**config.mk**
```make
export PLATFORM = sky130hd
export DESIGN_NAME = fetch_pc_unit
export DESIGN_NICKNAME = d
export VERILOG_FILES = /design/src/rtl/fetch_pkg.sv /design/src/rtl/pc_redirect_arb.sv /design/src/rtl/fetch_pc_unit.sv
export SDC_FILE = /design/constraint.sdc
export NUM_CORES = 1
export LEC_CHECK = 0
export ABC_AREA = 1
export BUFFER_PORTS_ARGS = -buffer_cell sky130_fd_sc_hd__buf_2
export CORE_MARGIN = 2
export CORE_UTILIZATION = 24
export CTS_BUF_LIST = sky130_fd_sc_hd__clkbuf_4 sky130_fd_sc_hd__clkbuf_8 sky130_fd_sc_hd__clkbuf_16
export CTS_CLUSTER_SIZE = 14
export DETAILED_ROUTE_END_ITERATION = 16
export HOLD_SLACK_MARGIN = 0.1
export SETUP_SLACK_MARGIN = 0.3
export SLEW_MARGIN = 0
export SYNTH_ARGS = -nofsm -noshare
export SYNTH_HDL_FRONTEND = slang
export SYNTH_SLANG_ARGS = --single-unit
```
**constraint.sdc**
```tcl
create_clock -name clk -period 5.31 [get_ports clk]
set_clock_uncertainty 0.05 [all_clocks]
set_input_delay 1.062 -clock clk [delete_from_list [all_inputs] [get_ports clk]]
set_output_delay 1.062 -clock clk [all_outputs]
set_load 0.1 [all_outputs]
```
**src/rtl/fetch_pkg.sv**
```systemverilog
// rtl/fetch_pkg.sv - shared types and helpers for the fetch PC unit
package fetch_pkg;

    typedef enum logic [1:0] {BOOT, REQ, WAIT, HOLD} fetch_state_t;

    localparam logic [31:0] NOP_INSTR = 32'h0000_0013;

    function automatic logic is_aligned(input logic [63:0] addr, input int unsigned ialign);
        logic [63:0] mask;
        mask = 64'(ialign) - 64'd1;
        return (addr & mask) == 64'd0;
    endfunction

endpackage

```
**src/rtl/pc_redirect_arb.sv**
```systemverilog
// rtl/pc_redirect_arb.sv - trap/branch redirect priority and alignment check
import fetch_pkg::*;

module pc_redirect_arb #(
    parameter int unsigned XLEN   = 32,
    parameter int unsigned IALIGN = 4
) (
    input  logic            redirect_valid,
    input  logic [XLEN-1:0] redirect_target,
    input  logic            trap_valid,
    input  logic [XLEN-1:0] trap_vector,
    output logic            take,
    output logic [XLEN-1:0] target,
    output logic            misaligned
);

    localparam logic [XLEN-1:0] ALIGN_MASK = XLEN'(IALIGN - 1);

    logic target_ok;

    // A trap always wins, so a misaligned branch on the same cycle is silently dropped.
    always_comb begin
        target_ok  = is_aligned(64'(redirect_target), IALIGN);
        take       = trap_valid | (redirect_valid & target_ok);
        target     = trap_valid ? (trap_vector & ~ALIGN_MASK) : redirect_target;
        misaligned = redirect_valid & ~trap_valid & ~target_ok;
    end

endmodule

```
**src/rtl/fetch_pc_unit.sv**
```systemverilog
// rtl/fetch_pc_unit.sv - fetch PC sequencer with single outstanding imem request
import fetch_pkg::*;

module fetch_pc_unit #(
    parameter int unsigned     XLEN         = 32,
    parameter logic [XLEN-1:0] RESET_VECTOR = '0,
    parameter int unsigned     IALIGN       = 4
) (
    input  logic            clk,
    input  logic            reset,
    input  logic            redirect_valid,
    input  logic [XLEN-1:0] redirect_target,
    input  logic            trap_valid,
    input  logic [XLEN-1:0] trap_vector,
    output logic            imem_req_valid,
    output logic [XLEN-1:0] imem_req_addr,
    input  logic            imem_req_ready,
    input  logic            imem_rsp_valid,
    input  logic [31:0]     imem_rsp_data,
    output logic            if_valid,
    output logic [XLEN-1:0] if_pc,
    output logic [31:0]     if_instr,
    input  logic            if_ready,
    output logic            misaligned
);

    fetch_state_t    state, state_n;
    logic [XLEN-1:0] pc, pc_n;
    logic [XLEN-1:0] pend_target, pend_n;
    logic            kill, kill_n;
    logic            capture;
    logic            take, arb_misaligned;
    logic [XLEN-1:0] target;

    pc_redirect_arb #(.XLEN(XLEN), .IALIGN(IALIGN)) u_arb (
        .redirect_valid  (redirect_valid),
        .redirect_target (redirect_target),
        .trap_valid      (trap_valid),
        .trap_vector     (trap_vector),
        .take            (take),
        .target          (target),
        .misaligned      (arb_misaligned)
    );

    always_ff @(posedge clk or posedge reset) begin
        if (reset) begin
            state       <= BOOT;
            pc          <= RESET_VECTOR;
            pend_target <= '0;
            kill        <= 1'b0;
            if_pc       <= '0;
            if_instr    <= '0;
            misaligned  <= 1'b0;
        end else begin
            state       <= state_n;
            pc          <= pc_n;
            pend_target <= pend_n;
            kill        <= kill_n;
            misaligned  <= arb_misaligned & (state != BOOT);
            if (capture) begin
                if_pc    <= pc;
                if_instr <= imem_rsp_data;
            end
        end
    end

    // A redirect that lands after the request is accepted cannot recall it; the
    // response is instead marked for discard and the target parked in pend_target.
    always_comb begin
        state_n = state;
        pc_n    = pc;
        pend_n  = pend_target;
        kill_n  = kill;
        capture = 1'b0;
        unique case (state)
            BOOT: state_n = REQ;
            REQ: begin
                if (imem_req_ready) begin
                    state_n = WAIT;
                    if (take) begin
                        kill_n = 1'b1;
                        pend_n = target;
                    end
                end else if (take) begin
                    pc_n = target;
                end
            end
            WAIT: begin
                if (imem_rsp_valid) begin
                    state_n = REQ;
                    kill_n  = 1'b0;
                    if (take) begin
                        pc_n = target;
                    end else if (kill) begin
                        pc_n = pend_target;
                    end else begin
                        capture = 1'b1;
                        state_n = HOLD;
                    end
                end else if (take) begin
                    kill_n = 1'b1;
                    pend_n = target;
                end
            end
            HOLD: begin
                if (take) begin
                    pc_n    = target;
                    state_n = REQ;
                end else if (if_ready) begin
                    pc_n    = pc + XLEN'(IALIGN);
                    state_n = REQ;
                end
            end
            default: state_n = BOOT;
        endcase
    end

    assign imem_req_valid = (state == REQ);
    assign imem_req_addr  = pc;
    assign if_valid       = (state == HOLD);

endmodule

```
# Word level (Yosys, flattened, before mapping)
# Index checks and enable logic that the tools add are counted.
# word_totals
input_bits,103
register_bits,132
output_inout_bits,99
# classes
bitwise_logic,7
n_addsub,1
n_eq_ne,10
muxes,28
reduce_logical,9
# op_table
op,n
32-bit two-way mux,11
32-bit case mux with 3 select lines,1
64-bit logical NOT,1
32-bit case mux with 2 select lines,1
32-bit by 3-bit adder with 32-bit output (second input constant),1
2-bit two-way mux,6
2-bit case mux with 4 select lines,1
1-bit two-way mux,7
2-bit != test (second input constant),3
3-bit AND reduction,2
6-bit AND reduction,1
1-bit AND,4
2-bit == test (second input constant),2
2-bit by 1-bit != test with 1-bit output (second input constant),2
2-bit nonzero test,2
3-bit by 1-bit != test with 1-bit output (second input constant),1
3-bit != test (second input constant),1
3-bit nonzero test,1
2-bit by 1-bit == test with 1-bit output (second input constant),1
2-bit logical NOT,1
1-bit inverter,2
1-bit case mux with 2 select lines,1
2-bit AND reduction,1
1-bit OR,1

# Longest topological paths before layout
# Gate-level depths: netlist (run 1).
# depth
depth_word,6
mapped_depth,12
mapped_depth_nobuf,11

# Modules after synthesis
# A second synthesis (run 1) with hierarchy kept.
# unflattened
cells_unflattened,965
area_unflattened_um2,7452.1
# modules_own_cells
module,area_per_inst_um2,cells_per_inst,n_inst,seq_area_each_um2
fetch_pc_unit,6946.7,858,1,3303.2
pc_redirect_arb,505.5,107,1,0.0

# Worst setup path after synthesis (run 1)
# No wires, ideal clock.
# synth_timing
path_type,reg2out
start,register state[1]
end,output imem_req_valid
path_stages_with_launch,3
arrival_ns,1.339
n_path_buf,0
path_slack_ns,2.859
cell_sequence,dfrtp_1 -> inv_1 -> ha_1
# synth_between
elab_chain_len,1
# synth_rtl
item,line_no,rtl
"start, declared",fetch_pc_unit.sv:27,"fetch_state_t state, state_n;"
"start signal, assigned",fetch_pc_unit.sv:55,state <= state_n;
2-bit by 1-bit == test with 1-bit output,fetch_pc_unit.sv:118,assign imem_req_valid = (state == REQ);
"end, declared",fetch_pc_unit.sv:15,"output logic imem_req_valid,"
# No other way between the ends.

# Worst setup path after layout (run 1)
# layout_timing
start,register state[0]
end,"register pc[8], in the netlist imem_req_addr[8]"
# layout_between
elab_chain_len,3
# layout_rtl
item,line_no,rtl
2-bit == test or 2-bit by 1-bit == test with 1-bit output (tied branches),fetch_pc_unit.sv:75,unique case (state)
"3-bit != test (no line), or another cell as far along",-,
6-bit AND reduction (no line),-,
"end signal, assigned",fetch_pc_unit.sv:56,pc <= pc_n;
"end, declared",fetch_pc_unit.sv:28,"logic [XLEN-1:0] pc, pc_n;"
# Several ways; a longest one is shown, not always the timed one.
# A chain may end at the register's enable or synchronous reset.

==> summary.md, run 1 <==
| Metric | Value |
|---|---|
| Count of endpoints failing setup in the final report | 0 |
| Pin count of the biggest net entering global routing | 96 |
| Most common cell after layout, fill and taps aside | sky130_fd_sc_hd__nand2_1 |
| Hold Violations, Final | 0 |
| Number of storage elements in the synthesis netlist | 132 |
| Final layout net count | 1,272 |
| Clock tree sinks | 132 |
| Library cell contributing the largest single delay on the critical path | sky130_fd_sc_hd__ha_1 |
| Die area | 31,600 sq um |
| Post-route non-filler standard cell count | 1,567 |
| Dominant combinational cell family by area after synthesis | simple AND/OR/NAND/NOR gates |
| Max H-tree Level | 4 |
| Cts bufs inserted | 17 |
| Commonest cells after routing, fill and taps aside | sky130_fd_sc_hd__nand2_1 (327), sky130_fd_sc_hd__buf_2 (199), sky130_fd_sc_hd__dfrtp_1 (132), sky130_fd_sc_hd__nor2_1 (124), sky130_fd_sc_hd__inv_1 (88) |
| Sequential share of the synthesized area | 45.6% |
| Adder-cell share of the synthesized area | 1.04% |
| Last weighted congestion value of the routability-driven placer | 0.898 |
| Number of standard cells after synthesis | 982 |
| Cell count after placement | 1,534 |
| Routed Wire Length | 23,400 um |
| Count of max-cap constraint violations | 0 |
| Initial Utilization | 24.4% |
| Antenna viol nets, final | 0 |
| Post-detailed-route via-to-cell ratio | 4.35 |
| Via count of the first global-routing pass | 6,503 |
| Routed via count | 6,822 |
| Number of filler cells placed in the layout | 3,268 |
| Core Box Area | 29,700 sq um |
| Crit path DAT | 3.57 ns |
| Boundary Pins | 202 |
| Area fraction in compound gates after synthesis | 12.2% |
| Share of cell area taken by muxes after synthesis | 5.68% |
| Width of the chip | 178 um |
| Final clock period utilization by the worst path | 62.6% |
| TritonCTS clock tree | built |
| Slew Limit Headroom | 31.1% |
| Min Clock Period, post-route | 3.32 ns |
| Setup repair after global routing missed its margin | false |
| XOR/XNOR Fraction of Synth Area | 0.121% |
| Core utilization of the finished layout | 30.9% |
| Yosys warning total | 0 |
| Number of antenna violations at the first check in global routing | 1 |
| Total setup buffers inserted after CTS | 0 |
| Synthesized Nets | 1,091 |
| Worst Path Class, Setup | reg -> reg |
| Final design area excluding fillers | 9190 sq um |
| Req. time, crit path | 5.56 ns |
| Drt initial violations | 363 |
| Initial DRT Pass Iterations | 4 |
| Port Buffers | 199 |
| Tot GR Track Use | 15.0% |
| Placement row count | 63 |
| Avg Synthesized Cell Area | 7.38 sq um |
| Ordered cell list for the critical path | inv_1 -> ha_1 -> inv_2 -> nand2_1 -> nand2_1 -> nand2_1 -> nand3_1 -> nor2_1 -> a21oi_1 |
| Total Neg Setup Slack | 0 ns |
| Type of the most critical hold path | reg -> reg |
| Max-slew violation count | 0 |
| Simple-gate area share of the yosys netlist | 27.5% |
| Post-CTS sizing | 0 |
| Largest stage delay on the critical path | 0.84 ns |
| DRC Markers | 0 |
| Vertical extent of the die | 178 um |
| CTS Hold Buffers Added | 0 |
| Placed Area | 8570 sq um |
| Leftover overflow at the end of global routing | 0 |
| Worst-margin pin slew | 1.03 ns |
| Most common cell type on the critical path | sky130_fd_sc_hd__nand2_1 |
| Clock root cell | sky130_fd_sc_hd__clkbuf_16 |
| Final HPWL from detailed placement | 17,700 um |
| Startpoint class of the critical path | flip-flop |
| Distinct cell type count of the synthesized netlist | 32 |
| Buffer depth of the longest clock path | 2 |
| Largest fanout on the critical path | 27 |
| Clock latency on the worst-skew pair | 0.42 ns |
| CTS clk-pin slew, worst paths | 0.06 ns |
| Endpoint kind of the worst setup timing path | flip-flop |
| Area added between synthesis and finish | 26.9% |
| Fmax | 0.301 GHz |
| Synthesized cell area | 7240 sq um |
| Wire length of the first global-routing pass | 36,200 um |
| Run status | complete, no violations |
| Share of cells above drive strength 1 | 25.1% |
| Final routed wire length divided by cell count | 15.0 um |
[registers in the layout, indices dropped and copies added, names as in the netlist]
signal / flops
pend_target: 32
kill: 1
if_instr: 32
misaligned: 1
if_pc: 32
state: 2
imem_req_addr: 32
[critical path: cells and delay by family, from the launching register on]
family | cells | cell delay (ns)
buffers and inverters | 2 | 0.41
DFF | 1 | 0.42
and+or+nand+nor | 5 | 1.40
adders and majority gates | 1 | 0.84
AOI/OAI and AO/OA | 1 | 0.06
[metal layers]
layer	global-route usage (%)	wire, um	vias up
li1	-	-	3474
met1	20.2	10900	3090
met2	24.0	10500	236
met3	3.28	1520	22
met4	4.88	452	0
met5	0	0	-
[cell families after synthesis]
| kind of cell | Yosys count |
|---|---|
| xor gates and xnor gates | 1 |
| muxes | 37 |
| DFF | 132 |
| and+or+nand+nor | 504 |
| AOI/OAI and AO/OA | 166 |
| adders and majority gates | 6 |
| buffers and inverters | 136 |
[area by class of cell]
cell class / count / area, sq um / share of cell area [%]
Multi-Input combinational cell: 714 / 3370 / 36.7
Tap cell: 390 / 488 / 5.31
Timing Repair Buffer: 206 / 1060 / 11.5
Clock buffer: 20 / 467 / 5.08
Antenna cell: 1 / 2.50 / 0.0272
Clock inverter: 12 / 151 / 1.65
Sequential cell: 132 / 3300 / 35.9
Inverter: 92 / 348 / 3.78
[through the flow]
step / setup WS [ns] / hold WS, ns
2_1_floorplan: 0.672 / 0.392
3_3_place_gp: 2.04 / 0.411
3_5_place_dp: 2.00 / 0.416
4_1_cts: 1.96 / 0.433
5_1_grt: 1.66 / 0.458
6_report: 1.99 / 0.427
[Yosys cell counts]
cell	number	area, sq um
sky130_fd_sc_hd__nand2_1	327	1230
sky130_fd_sc_hd__dfrtp_1	132	3300
sky130_fd_sc_hd__nor2_1	125	469
sky130_fd_sc_hd__inv_1	89	334
sky130_fd_sc_hd__o21ai_0	85	425
sky130_fd_sc_hd__a21oi_1	44	220
sky130_fd_sc_hd__mux2_2	33	372
sky130_fd_sc_hd__nand3_1	32	160
sky130_fd_sc_hd__buf_2	19	95.1
sky130_fd_sc_hd__clkbuf_1	18	67.6
sky130_fd_sc_hd__o21ai_1	16	80.1
sky130_fd_sc_hd__or2_2	14	87.6
sky130_fd_sc_hd__a31oi_1	6	37.5
sky130_fd_sc_hd__ha_1	6	75.1
sky130_fd_sc_hd__o211ai_1	6	45.0
sky130_fd_sc_hd__buf_4	4	30.0
sky130_fd_sc_hd__mux2i_1	4	40.0
sky130_fd_sc_hd__buf_6	3	33.8
sky130_fd_sc_hd__inv_2	3	11.3
sky130_fd_sc_hd__o22ai_1	3	18.8
sky130_fd_sc_hd__o31ai_1	2	15.0
sky130_fd_sc_hd__a21boi_0	1	7.51
sky130_fd_sc_hd__a21oi_4	1	16.3
sky130_fd_sc_hd__a22oi_1	1	7.51
sky130_fd_sc_hd__nand2_2	1	6.26
sky130_fd_sc_hd__nand3b_1	1	7.51
sky130_fd_sc_hd__nand4_1	1	6.26
sky130_fd_sc_hd__nor2_4	1	11.3
sky130_fd_sc_hd__nor3_1	1	5.00
sky130_fd_sc_hd__nor3_2	1	10.0
sky130_fd_sc_hd__o21ai_2	1	8.76
sky130_fd_sc_hd__xor2_1	1	8.76
[path summary, 6_finish.rpt]
check	startpoint	endpoint	slack (ns)	cells past startpoint
max	state[0]$_DFFE_PP0P_	imem_req_addr[8]$_DFFE_PP0P_	1.99	9
max in group asynchronous	reset	if_instr[5]$_DFFE_PP0P_	3.60	3
max reg2reg	state[0]$_DFFE_PP0P_	imem_req_addr[8]$_DFFE_PP0P_	1.99	9
min reg2reg	if_pc[6]$_DFFE_PP0P_	if_pc[6]$_DFFE_PP0P_	0.43	2
min	if_pc[6]$_DFFE_PP0P_	if_pc[6]$_DFFE_PP0P_	0.43	2
min in group asynchronous	reset	if_instr[16]$_DFFE_PP0P_	0.74	2
Power of run 1 is not shown: default switching activity piles up to over one toggle a cycle in this logic, so the estimate is an artifact.
==> run 2, diff against run 1 <==
ABC_AREA = 0   (was 1)
clock period = 3.39 ns   (was 5.31 ns; I/O delays follow)
==> run 2 against run 1 <==
Compared with the run above: flip-flop and latch count is the same; register-to-register slack lost 1.2 ns; core utilization grew 0.83 points; hold slack lost 0.056 ns; highest routed layer unchanged.
==> summary.md, run 2 <==
| Metric | Value |
|---|---|
| Share of cells above drive strength 1 | 40.2% (was 25.1%) |
| Last weighted congestion value of the routability-driven placer | 0.805 (was 0.898) |
| Core Box Area | 27,600 sq um (was 29,700 sq um) |
| Final routed wire length divided by cell count | 16.6 um (was 15.0 um) |
| Pin count of the biggest net entering global routing | 42 (was 96) |
| Type of the most critical hold path | in -> async (was reg -> reg) |
| Req. time, crit path | 2.66 ns (was 5.56 ns) |
| Count of endpoints failing setup in the final report | 0 (unchanged) |
| Avg Synthesized Cell Area | 10.7 sq um (was 7.38 sq um) |
| Via count of the first global-routing pass | 5,310 (was 6,503) |
| Largest cells by area after synthesis | sky130_fd_sc_hd__dfrtp_1 (49%), sky130_fd_sc_hd__mux2_2 (11%), sky130_fd_sc_hd__o21ai_0 (4.5%) (was sky130_fd_sc_hd__dfrtp_1 (46%), sky130_fd_sc_hd__nand2_1 (17%), sky130_fd_sc_hd__nor2_1 (6.5%)) |
| Most common cell after layout, fill and taps aside | sky130_fd_sc_hd__buf_2 (was sky130_fd_sc_hd__nand2_1) |
| Largest fanout on the critical path | 31 (was 27) |
| Fraction of registers with async set/reset | 100% (unchanged) |
| Port Buffers | 199 (unchanged) |
| Initial DRT Pass Iterations | 5 (was 4) |
| Fmax | 0.384 GHz |
| Drt initial violations | 311 (was 363) |
| Commonest cells after routing, fill and taps aside | sky130_fd_sc_hd__buf_2 (199), sky130_fd_sc_hd__dfrtp_1 (132), sky130_fd_sc_hd__mux2_2 (66), sky130_fd_sc_hd__nand2_1 (64), sky130_fd_sc_hd__o21ai_0 (60) (was sky130_fd_sc_hd__nand2_1 (327), sky130_fd_sc_hd__buf_2 (199), sky130_fd_sc_hd__dfrtp_1 (132), sky130_fd_sc_hd__nor2_1 (124), sky130_fd_sc_hd__inv_1 (88)) |
| CTS clk-pin slew, worst paths | 0.07 ns (was 0.06 ns) |
| Startpoint class of the critical path | flip-flop (unchanged) |
| Hold Violations, Final | 0 (unchanged) |
| Worst Path Class, Setup | reg -> out (was reg -> reg) |
| Die area | 29,200 sq um (was 31,600 sq um) |
| Source of the worst register-to-register timing path | state[0]$_DFFE_PP0P_ (unchanged) |
| Boundary Pins | 202 (unchanged) |
| Total setup buffers inserted after CTS | 0 (unchanged) |
| Most instantiated library cell after synthesis | sky130_fd_sc_hd__dfrtp_1 (was sky130_fd_sc_hd__nand2_1) |
| Count of flip-flops with a built-in enable after synthesis | 0 (unchanged) |
| Number of standard cells after synthesis | 623 (was 982) |
| CTS Hold Buffers Added | 0 (unchanged) |
| DRC Markers | 0 (unchanged) |
| Crit path DAT | 1.88 ns (was 3.57 ns) |
| TritonCTS clock tree | built (unchanged) |
| Fraction of post-synthesis cell area in the top cell type by area | 49.4% (was 45.6%) |
| Leading register cell type out of synthesis | sky130_fd_sc_hd__dfrtp_1 (unchanged) |
| Tot GR Track Use | 13.9% (was 15.0%) |
| Clock latency on the worst-skew pair | 0.43 ns (was 0.42 ns) |
| Leftover overflow at the end of global routing | 0 (unchanged) |
| Min Clock Period, post-route | 2.60 ns |
| Final clock period utilization by the worst path | 76.8% |
| Synthesized Nets | 732 (was 1,091) |
| Clock root cell | sky130_fd_sc_hd__clkbuf_16 (unchanged) |
| Buffer depth of the longest clock path | 2 (unchanged) |
| Area added between synthesis and finish | 31.1% (was 26.9%) |
| Endpoint kind of the worst setup timing path | output port (was flip-flop) |
| Source of the critical timing path | state[0]$_DFFE_PP0P_ (unchanged) |
| Area of combinational cells with multiple inputs | 3160 sq um (was 3370 sq um) |
| Vertical extent of the die | 171 um (was 178 um) |
| Placement row count | 61 (was 63) |
| Distinct cell type count of the synthesized netlist | 67 (was 32) |
| Worst-margin pin slew | 0.936 ns (was 1.03 ns) |
| Final HPWL from detailed placement | 14,600 um (was 17,700 um) |
| Sequential share of the synthesized area | 49.4% (was 45.6%) |
| Commonest cells post-synth | sky130_fd_sc_hd__dfrtp_1 (132), sky130_fd_sc_hd__mux2_2 (66), sky130_fd_sc_hd__nand2_1 (64), sky130_fd_sc_hd__o21ai_0 (60), sky130_fd_sc_hd__mux2i_1 (29) (was sky130_fd_sc_hd__nand2_1 (327), sky130_fd_sc_hd__dfrtp_1 (132), sky130_fd_sc_hd__nor2_1 (125), sky130_fd_sc_hd__inv_1 (89), sky130_fd_sc_hd__o21ai_0 (85)) |
| Max-slew violation count | 0 (unchanged) |
| Post-CTS sizing | 0 (unchanged) |
| Cts bufs inserted | 17 (unchanged) |
| Post-synthesis cell type with the largest combined area | sky130_fd_sc_hd__dfrtp_1 (unchanged) |
| Final layout net count | 932 (was 1,272) |
| Total Neg Setup Slack | 0 ns (unchanged) |
| Number of storage elements in the synthesis netlist | 132 (unchanged) |
| Ordered cell list for the critical path | ha_1 -> buf_4 -> buf_2 (was inv_1 -> ha_1 -> inv_2 -> nand2_1 -> nand2_1 -> nand2_1 -> nand3_1 -> nor2_1 -> a21oi_1) |
| Number of filler cells placed in the layout | 2,892 (was 3,268) |
| Wire length of the first global-routing pass | 30,600 um (was 36,200 um) |
| Yosys warning total | 0 (unchanged) |
| Post-detailed-route via-to-cell ratio | 4.69 (was 4.35) |
| Routed Wire Length | 20,200 um (was 23,400 um) |
| Run status | complete, no violations (unchanged) |
| Largest stage delay on the critical path | 0.50 ns (was 0.84 ns) |
| Routed via count | 5,700 (was 6,822) |
| Width of the chip | 171 um (was 178 um) |
| Setup repair after global routing missed its margin | false (unchanged) |
| Initial Utilization | 24.2% (was 24.4%) |
| Slew Limit Headroom | 37.6% (was 31.1%) |
| Sequential Area | 3300 sq um (unchanged) |
| Library cell contributing the largest single delay on the critical path | sky130_fd_sc_hd__buf_2 (was sky130_fd_sc_hd__ha_1) |
| Count of max-cap constraint violations | 0 (unchanged) |
| Synthesized cell area | 6690 sq um (was 7240 sq um) |
| Clock tree sinks | 132 (unchanged) |
| Antenna viol nets, final | 0 (unchanged) |
| Number of antenna violations at the first check in global routing | 1 (unchanged) |
| Max H-tree Level | 4 (unchanged) |
## run 2: cell types whose count changed in the layout (fill, tap and decap cells not counted), sizes merged, moves of 8 or more
cell,before,now
nor2,126,26
nand4,1,9
nand2,328,64
nor4,0,10
buf,206,222
mux2,33,68
or2,14,1
o21ai,102,63
nand3,32,18
a21oi,45,13
mux2i,4,29
inv,94,14
o2bb2ai,0,14
## run 2: worst max-delay path, delay by kind of cell, from the launching register on
| family | cells | cell delay, ns |
|---|---|---|
| buffers and inverters | 2 | 0.84 |
| DFF | 1 | 0.42 |
| adders and majority gates | 1 | 0.19 |
## run 2: final cells by class
type / instances / area share [%]
flip-flops and latches: 132 / 37.6
multi-input cells: 439 / 36.0
repair buffers: 222 / 13.5
well taps: 378 / 5.39
clock buffers: 19 / 5.02
clock inverters: 13 / 1.97
inverters: 11 / 0.513
diodes: 1 / 0.0285
## run 2: stage by stage
step / util [%] / setup slack (ns) / hold slack [ns] / instance area (sq um) / instances
finish: 31.8 / 0.787 / 0.371 / 8770 / 1215
global route: 31.7 / 0.555 / 0.405 / 8770 / 1214
CTS: 31.7 / 0.748 / 0.382 / 8770 / 1214
detailed placement: 29.5 / 0.498 / 0.419 / 8160 / 1182
global placement: 29.5 / 0.557 / 0.412 / 8160 / 1182
floorplan: - / 0.675 / 0.395 / 6700 / 623
## run 2: routing by layer
| metal | global-route usage [%] | share of wire [%] | vias up |
|---|---|---|---|
| li1 | - | - | 2729 |
| met1 | 18.9 | 47 | 2743 |
| met4 | 5.01 | 1.7 | 0 |
| met5 | 0 | 0 | - |
| met3 | 3.05 | 6.6 | 24 |
| met2 | 21.6 | 45 | 204 |
## run 2: cell families after synthesis
group | count (synthesis) | share of synthesized area, %
compound gates | 158 | 16.0
xor+xnor | 5 | 0.654
fa+ha+maj | 6 | 1.12
buf+inv | 52 | 3.65
flops | 132 | 49.4
mux | 97 | 15.8
simple gates | 173 | 13.5
## run 2: path summary, 6_finish.rpt
kind / end / slack, ns / cells past startpoint
worst min-delay path: if_pc[9]$_DFFE_PP0P_ / 0.37 / 2
max in group asynchronous: if_instr[23]$_DFFE_PP0P_ / 2.08 / 3
worst min register to register: pend_target[29]$_DFFE_PP0P_ / 0.43 / 2
min in group clk: if_instr[19]$_DFFE_PP0P_ / 0.42 / 2
worst max-delay path: if_valid / 0.79 / 3
worst max register to register: pend_target[10]$_DFFE_PP0P_ / 0.82 / 6
Power of run 2 is left out for the same reason.
==> run 3, diff against run 2 <==
clock period = 2.65 ns   (was 3.39 ns; I/O delays follow)
==> run 3 against run 2 <==
Compared with the run above: first-iteration DRC count grew 42%; non-clock buffer count grew 12; global-route usage grew 0.28 points; critical path depth grew 6; register-to-register slack lost 0.43 ns; final area grew 2.5%; setup slack lost 0.40 ns; final cell count grew 0.91%; wire length grew 2.8%; critical path type is now reg -> reg; critical endpoint is now imem_req_addr[17]$_DFFE_PP0P_; largest cell class unchanged.
==> summary.md, run 3 (synthesis gave the netlist of run 2 again) <==
| Metric | Value |
|---|---|
| Routed via count | 5,778 (was 5,700) |
| Die area | 29,200 sq um (unchanged) |
| Number of cell instances on the worst register-to-register path | 9 (was 6) |
| Count of max-cap constraint violations | 0 (unchanged) |
| Buffer depth of the longest clock path | 2 (unchanged) |
| Pin count of the biggest net entering global routing | 49 (was 42) |
| Max-slew violation count | 0 (unchanged) |
| Crit path DAT | 2.52 ns (was 1.88 ns) |
| Slew Limit Headroom | 58.6% (was 37.6%) |
| Clock root cell | sky130_fd_sc_hd__clkbuf_16 (unchanged) |
| Count of endpoints failing setup in the final report | 0 (unchanged) |
| Leftover overflow at the end of global routing | 0 (unchanged) |
| Initial DRT Pass Iterations | 5 (unchanged) |
| Endpoint of the lowest-slack register-to-register path | imem_req_addr[17]$_DFFE_PP0P_ (was pend_target[10]$_DFFE_PP0P_) |
| Post-detailed-route via-to-cell ratio | 4.71 (was 4.69) |
| Core Box Area | 27,600 sq um (unchanged) |
| Width of the chip | 171 um (unchanged) |
| Min Clock Period, post-route | 2.26 ns |
| Area added between synthesis and finish | 34.4% (was 31.1%) |
| CTS clk-pin slew, worst paths | 0.06 ns (was 0.07 ns) |
| Drt initial violations | 441 (was 311) |
| Final HPWL from detailed placement | 14,900 um (was 14,600 um) |
| Number of antenna violations at the first check in global routing | 0 (was 1) |
| Fmax | 0.442 GHz |
| Final routed wire length divided by cell count | 16.9 um (was 16.6 um) |
| Total Neg Setup Slack | 0 ns (unchanged) |
| Type of the most critical hold path | in -> async (unchanged) |
| Max H-tree Level | 4 (unchanged) |
| Initial Utilization | 24.2% (unchanged) |
| Via count of the first global-routing pass | 5,439 (was 5,310) |
| Clock latency on the worst-skew pair | 0.42 ns (was 0.43 ns) |
| Antenna diode count | 0 (was 1) |
| Port Buffers | 199 (unchanged) |
| Final layout net count | 944 (was 932) |
| Placement row count | 61 (unchanged) |
| Largest fanout on the critical path | 11 (was 31) |
| Last weighted congestion value of the routability-driven placer | 0.769 (was 0.805) |
| Hold Violations, Final | 0 (unchanged) |
| Cts bufs inserted | 17 (unchanged) |
| Routed Wire Length | 20,700 um (was 20,200 um) |
| Reg-to-reg slack, setup | 0.39 ns (was 0.82 ns) |
| Share of cells above drive strength 1 | 44.6% (was 40.2%) |
| Final clock period utilization by the worst path | 85.4% |
| Tot GR Track Use | 14.1% (was 13.9%) |
| Req. time, crit path | 2.90 ns (was 2.66 ns) |
| Most common cell after layout, fill and taps aside | sky130_fd_sc_hd__buf_2 (unchanged) |
| Startpoint class of the critical path | flip-flop (unchanged) |
| Setup repair after global routing missed its margin | false (unchanged) |
| Antenna viol nets, final | 0 (unchanged) |
| Run status | complete, no violations (unchanged) |
| DRC Markers | 0 (unchanged) |
| Clock tree sinks | 132 (unchanged) |
| Source of the worst register-to-register timing path | state[0]$_DFFE_PP0P_ (unchanged) |
| Worst Path Class, Setup | reg -> reg (was reg -> out) |
| Commonest cells after routing, fill and taps aside | sky130_fd_sc_hd__buf_2 (199), sky130_fd_sc_hd__dfrtp_1 (110), sky130_fd_sc_hd__mux2_2 (66), sky130_fd_sc_hd__nand2_1 (62), sky130_fd_sc_hd__o21ai_0 (60) (was sky130_fd_sc_hd__buf_2 (199), sky130_fd_sc_hd__dfrtp_1 (132), sky130_fd_sc_hd__mux2_2 (66), sky130_fd_sc_hd__nand2_1 (64), sky130_fd_sc_hd__o21ai_0 (60)) |
| CTS Hold Buffers Added | 0 (unchanged) |
| Wire length of the first global-routing pass | 31,800 um (was 30,600 um) |
| Boundary Pins | 202 (unchanged) |
| TritonCTS clock tree | built (unchanged) |
| Worst-margin pin slew | 0.619 ns (was 0.936 ns) |
| Endpoint kind of the worst setup timing path | flip-flop (was output port) |
| Vertical extent of the die | 171 um (unchanged) |
[run 3: cell count changes in the layout (fill, tap and decap cells not counted), sizes merged]
cell,previous run,this run
clkbuf,19,17
buf,222,234
clkinv,2,5
inv,14,16
bufinv,3,2
diode,1,0
clkinvlp,5,3
[run 3: routing by layer]
| metal | GRT usage, % | wire length (um) |
|---|---|---|
| met1 | 19.8 | 9490 |
| met2 | 22.5 | 9810 |
| met3 | 2.43 | 1210 |
| met4 | 3.91 | 211 |
| met5 | 0 | 0 |
[run 3: layout make-up]
cell class                      instances  area, sq um
Inverter                               11         45.0
Multi-Input combinational cell        439         3190
Clock buffer                           17          425
Fill cell                            2860        18600
Clock inverter                         15          170
Sequential cell                       132         3330
Timing Repair Buffer                  234         1360
Tap cell                              378          473
[run 3: worst max path at each step]
stage	cells after the start	slack, ns	to	from
after floorplan	1	0.29	imem_req_addr[10]$_DFFE_PP0P_	reset
after global placement	7	0.19	imem_req_addr[29]$_DFFE_PP0P_	redirect_target[1]
after detailed placement	7	0.18	imem_req_addr[29]$_DFFE_PP0P_	redirect_target[1]
after CTS	9	0.33	if_pc[31]$_DFFE_PP0P_	state[0]$_DFFE_PP0P_
after global routing	9	0.32	if_instr[13]$_DFFE_PP0P_	state[0]$_DFFE_PP0P_
final	9	0.39	imem_req_addr[17]$_DFFE_PP0P_	state[0]$_DFFE_PP0P_
[run 3: worst max-delay path, cell delays in order, from the launching register on]
cell and delay, ns:
sky130_fd_sc_hd__dfrtp_1 0.40, sky130_fd_sc_hd__inv_1 0.09, sky130_fd_sc_hd__ha_2 0.20, sky130_fd_sc_hd__buf_6 0.16, sky130_fd_sc_hd__nor2_1 0.09, sky130_fd_sc_hd__nor3_2 0.28, sky130_fd_sc_hd__buf_4 0.24, sky130_fd_sc_hd__a2bb2oi_1 0.28
sky130_fd_sc_hd__o31ai_1 0.12, sky130_fd_sc_hd__a22o_1 0.23
[run 3: timing repair]
| item | CTS | global route |
|---|---|---|
| gates cloned | 1 | 0 |
| resized for setup | 5 | 6 |
| pin swaps | 1 | 0 |
| setup endpoints to repair | 52 | 67 |
| setup buffers | 3 | 0 |
| hold endpoints to repair | 0 | 0 |
[run 3: metrics by stage]
stage / hold WS [ns] / utilization [%] / cell area, sq um / std cells / setup WS, ns
floorplan: 0.395 / - / 6740 / 623 / 0.293
global placement: 0.408 / 30.1 / 8310 / 1190 / 0.193
detailed placement: 0.417 / 30.1 / 8310 / 1190 / 0.179
CTS: 0.118 / 32.5 / 8980 / 1226 / 0.334
global route: 0.143 / 32.6 / 8990 / 1226 / 0.315
finish: 0.117 / 32.6 / 8990 / 1226 / 0.387
Power of run 3 is left out for the same reason.
